File: config.mk
export PLATFORM = sky130hd
export DESIGN_NAME = song_sel_ctl
export DESIGN_NICKNAME = d
export VERILOG_FILES = /design/src/rtl/song_sel_ctl.sv
export SDC_FILE = /design/constraint.sdc
export NUM_CORES = 1
export LEC_CHECK = 0
export ABC_CLOCK_PERIOD_IN_PS = 3040
export CAP_MARGIN = 20
export CELL_PAD_IN_SITES_DETAIL_PLACEMENT = 0
export CELL_PAD_IN_SITES_GLOBAL_PLACEMENT = 1
export CORE_MARGIN = 10
export CORE_UTILIZATION = 26
export DETAILED_ROUTE_END_ITERATION = 10
export PLACE_DENSITY_LB_ADDON = 0.1
export REMOVE_ABC_BUFFERS = 1
export SYNTH_ARGS = -nofsm -noshare
export SYNTH_HDL_FRONTEND = slang
export SYNTH_SLANG_ARGS = --single-unit
export TNS_END_PERCENT = 100
File: constraint.sdc
create_clock -name clk -period 3.04 [get_ports clk]
set_input_delay 0.456 -clock clk [delete_from_list [all_inputs] [get_ports clk]]
set_output_delay 0.456 -clock clk [all_outputs]
set_load 0.005 [all_outputs]
File: src/rtl/song_sel_ctl.sv
// Song-selection controller: tracks the selected player, sequences its reset window and muxes its audio/pixels.
// Optional auto-advance on end of song when SONG_SEL_AUTO_ADVANCE_EN is defined.
module song_sel_ctl #(
   parameter int unsigned      NUM_SONGS  = 4,
   parameter int unsigned      PIX_W      = 16,
   parameter int unsigned      SW_RST_CYC = 4,
   parameter logic [PIX_W-1:0] IDLE_PIX   = PIX_W'(16'hF800)
) (
   input  logic                         clk,
   input  logic                         rst,
   input  logic                         start,
   input  logic                         stop,
   input  logic                         next_song,
   input  logic                         pre_song,
   input  logic [NUM_SONGS*PIX_W-1:0]   pixel_data,
   input  logic [NUM_SONGS-1:0]         buzzer,
   input  logic [NUM_SONGS-1:0]         play_done,
   output logic [NUM_SONGS-1:0]         play_en,
   output logic [NUM_SONGS-1:0]         song_rst,
   output logic [PIX_W-1:0]             o_pixel_data,
   output logic [3:0]                   o_hex_data,
   output logic [$clog2(NUM_SONGS)-1:0] sel,
   output logic                         start_stop,
   output logic                         frq
);

   localparam int unsigned SEL_W    = $clog2(NUM_SONGS);
   localparam int unsigned CNT_W    = 8;
   localparam logic [CNT_W-1:0] CNT_LOAD = CNT_W'(SW_RST_CYC - 1);
   localparam logic [SEL_W-1:0] SEL_MAX  = SEL_W'(NUM_SONGS - 1);

   typedef enum logic [1:0] {
      IDLE   = 2'd0,
      SWITCH = 2'd1,
      RUN    = 2'd2
   } state_t;

   state_t               state, state_nx;
   logic [SEL_W-1:0]     sel_nx;
   logic [CNT_W-1:0]     cnt, cnt_nx;
   logic                 next_song_q, pre_song_q;
   logic                 nx, pv, adv, go_next, go_prev;
   logic                 start_stop_nx, frq_nx;
   logic [NUM_SONGS-1:0] play_en_nx, song_rst_nx;

   assign nx = next_song & ~next_song_q;
   assign pv = pre_song & ~pre_song_q;

`ifdef SONG_SEL_AUTO_ADVANCE_EN
   // End of the playing song behaves like a next-song press.
   assign adv = (state == RUN) & start_stop & play_done[sel];
`else
   logic unused_play_done;
   assign unused_play_done = ^play_done;
   assign adv = 1'b0;
`endif

   assign go_next = nx | adv;
   assign go_prev = pv;

   // State register, selection, window counter and registered outputs
   always_ff @(posedge clk) begin
      if (rst) begin
         state       <= IDLE;
         sel         <= '0;
         cnt         <= '0;
         next_song_q <= 1'b0;
         pre_song_q  <= 1'b0;
         start_stop  <= 1'b1;
         frq         <= 1'b0;
         play_en     <= '0;
         song_rst    <= '1;
      end else begin
         state       <= state_nx;
         sel         <= sel_nx;
         cnt         <= cnt_nx;
         next_song_q <= next_song;
         pre_song_q  <= pre_song;
         start_stop  <= start_stop_nx;
         frq         <= frq_nx;
         play_en     <= play_en_nx;
         song_rst    <= song_rst_nx;
      end
   end

   // Next-state: a lone next/prev event re-enters SWITCH with a fresh window
   always_comb begin
      state_nx = state;
      sel_nx   = sel;
      cnt_nx   = cnt;
      case (state)
         IDLE: begin
            state_nx = SWITCH;
            sel_nx   = '0;
            cnt_nx   = CNT_LOAD;
         end
         SWITCH, RUN: begin
            if (go_next && !go_prev) begin
               sel_nx   = (sel == SEL_MAX) ? '0 : sel + SEL_W'(1);
               state_nx = SWITCH;
               cnt_nx   = CNT_LOAD;
            end else if (go_prev && !go_next) begin
               sel_nx   = (sel == '0) ? SEL_MAX : sel - SEL_W'(1);
               state_nx = SWITCH;
               cnt_nx   = CNT_LOAD;
            end else if (state == SWITCH) begin
               if (cnt == '0) state_nx = RUN;
               else           cnt_nx   = cnt - CNT_W'(1);
            end
         end
         default: state_nx = IDLE;
      endcase
   end

   // Outputs: player controls follow the next state so they line up with it
   always_comb begin
      play_en_nx  = '0;
      song_rst_nx = '1;
      if (state_nx == RUN) begin
         play_en_nx[sel_nx]  = 1'b1;
         song_rst_nx[sel_nx] = 1'b0;
      end
      if (stop)       start_stop_nx = 1'b0;
      else if (start) start_stop_nx = 1'b1;
      else            start_stop_nx = start_stop;
      frq_nx = ((state == RUN) && start_stop) ? ~buzzer[sel] : 1'b0;
      if (state == IDLE) begin
         o_pixel_data = IDLE_PIX;
         o_hex_data   = 4'd0;
      end else begin
         o_pixel_data = pixel_data[sel*PIX_W +: PIX_W];
         o_hex_data   = 4'(sel) + 4'd1;
      end
   end

endmodule

==> metrics <==
share of final-layout standard cells stronger than drive strength 1=between 10% and 20%; DRC=0; top post-synthesis cells by area=dfxtp_1 (27%), mux4_2 (22%), ha_1 (7.1%); flops & latches, synth=24; CTS tree=yes; largest net degree at the start of global routing=21; hold slack=0.477 ns; Die X-Extent=between 100 and 150 µm; leak pwr=about 1.1 nW; most frequent cell after synthesis=dfxtp_1; IO Count=between 100 and 150; setup_tns=0 ns; Vert. Die Dim=a little over 100 µm; drt total wl=~6.4 mm; clk buf depth=2; first-pass GRT wire length=slightly below 10 mm; DR pass1 iterations=4; via count=roughly 1.8k; Fin Clk Skew=0.00489 ns; Synth Flop Type=dfxtp_1; Via density=~5.0; RR Startpoint=state[1]; Reg clk slew, reported paths=roughly 0.08 ns; Initial Utilization=between 20% and 30%; Core Area=~6700 µm²; worst reg-to-reg setup slack=just over 0.8 ns; CTS root buf=clkbuf_8; routability cong.=between 0.7 and 0.8; r2r endpoint=song_rst[3]; Mapped Cells=179; Area growth syn-to-layout=67.3%; relative slew slack=between 50% and 60%; hpwl dp=between 5 and 6 mm; Hold Vio Cnt, Final=0; CTS resizes=0; grt ovf=0; antenna violations before repair=0; Min Clock Period, post-route=~2.6 ns; count of cell types in the netlist=44; f_max=between 0.3 and 0.4 GHz; CP startpoint=sel[0]; top cells by count, synth=dfxtp_1 (24), mux4_2 (17), nor2b_1 (16); CTS HTree Levels=1; WP data arrival=2.16 ns; asr flop ratio synth=0%; peak supply drop=0.168 mV; Routed Antenna Nets=0; total power=about 1 mW; Slew @ Worst Pin=~0.75 ns; crit path capture type=output port; Site Rows=30; mean post-synth cell area=a little under 10 µm²; RSZ-0062 raised after global routing=no; initial DRC count=56; CP Class=reg -> out; IO buf count=104; final core area utilization=between 40% and 50%; # hold bufs at CTS=0; number of synthesized flops with an enable pin=0; WP data required=between 2 and 3 ns; Ant. Diodes=0; CP Launch Type=flip-flop; post-synthesis sequential area ratio=a little over a quarter; synthesized area=around 1800 µm²; Synth area leader=dfxtp_1; Post-CTS Setup Repair Bufs=0; CTS buffer count=3; hold crit path type=reg -> reg; nets=~370; Hold Crit Start=start_stop; clk sink count=24; Synth Warn #=0; Setup crit end=o_pixel_data[11]; PwrDens=approximately 340 nW/µm²; DP Area=slightly below 3000 µm²; die area=10500 µm²; area share of the largest cell type after synthesis=27.1%; vias in the first global route=about 1.8k; per-cell routed wire length=approximately 18 µm; outcome=complete, no violations; GR Util All Layers=between 10% and 20%; # setup viols final=0; Reg2Reg Depth=5; Crit Path Max Fanout=8; Skew-Pair Late Insertion Delay=between 0.2 and 0.3 ns; Max Cap Violations=0; final instance area=2970 µm²; Max Slew Vio Count=0; Final Cycle Share=a little under nine tenths
## routing by layer
layer / global-route usage (%) / part of all wire, % / up-vias
met5: 0 / 0 / -
met4: 1.95 / 0.33 / 0
met3: 4.02 / 15 / 2
met2: 18.4 / 43 / 86
met1: 15.3 / 41 / 835
li1: - / - / 883
## sequential cells by signal, indices dropped and copies added, names as in the netlist
| name | cells |
|---|---|
| cnt | 8 |
| frq | 1 |
| next_song_q | 1 |
| play_en | 4 |
| pre_song_q | 1 |
| sel | 2 |
| song_rst | 4 |
| start_stop | 1 |
| state | 2 |
## critical path: stages, from the launching register on
cell and delay (ns):
dfxtp_1 0.41, buf_4 0.22, mux4_2 0.51, or2_2 0.28, clkdlybuf4s50_1 0.49
## per-stage QoR
step                instances  setup WS, ns
floorplan                 169         0.252
global route              364         0.321
CTS                       364         0.389
detailed placement        361         0.263
global placement          361         0.269
finish                    364         0.420
## final cells by class
type                       instances  area (µm²)
inverter                          13        48.8
timing repair buffer             112        1100
clock buffer                       3        41.3
fill                             649        3750
sequential                        24         480
tap                               80         100
multi-input combinational        132        1200
## logic make-up (layout without fill, tap and decap cells)
| group | Yosys count | count (layout) | synth area share (%) |
|---|---|---|---|
| simple gates | 69 | 69 | 23.8 |
| compound gates | 35 | 35 | 14.7 |
| flops | 24 | 24 | 27.1 |
| buf+inv | 23 | 128 | 5.50 |
| mux | 17 | 17 | 21.6 |
| fa+ha+maj | 10 | 10 | 7.05 |
| other cells | 1 | 1 | 0.211 |
## layout by cell type, fill, tap and decap left out, types with 4 or more instances in the layout
master	Yosys	final
ha_1	10	10
nand4_1	4	4
nor2_1	12	12
o21ai_0	5	5
nand2_1	4	4
clkdlybuf4s50_1	0	104
mux4_2	17	17
or2_2	6	6
nor2b_1	16	16
nand3_1	4	4
dfxtp_1	24	24
buf_4	2	8
a21oi_1	8	8
inv_1	13	13
## how the worst min path moves through the flow
stage / end / depth (start not counted)
finish: frq / 2
global route: cnt[7] / 1
CTS: cnt[7] / 1
detailed placement: cnt[7] / 1
global placement: frq / 2
floorplan: frq / 2
## power breakdown
part / switching (mW) / internal [mW]
Sequential: 0.0259 / 0.338
Combinational: 0.178 / 0.271
Clock: 0.0975 / 0.0886
(Power assumes the default switching activity.)
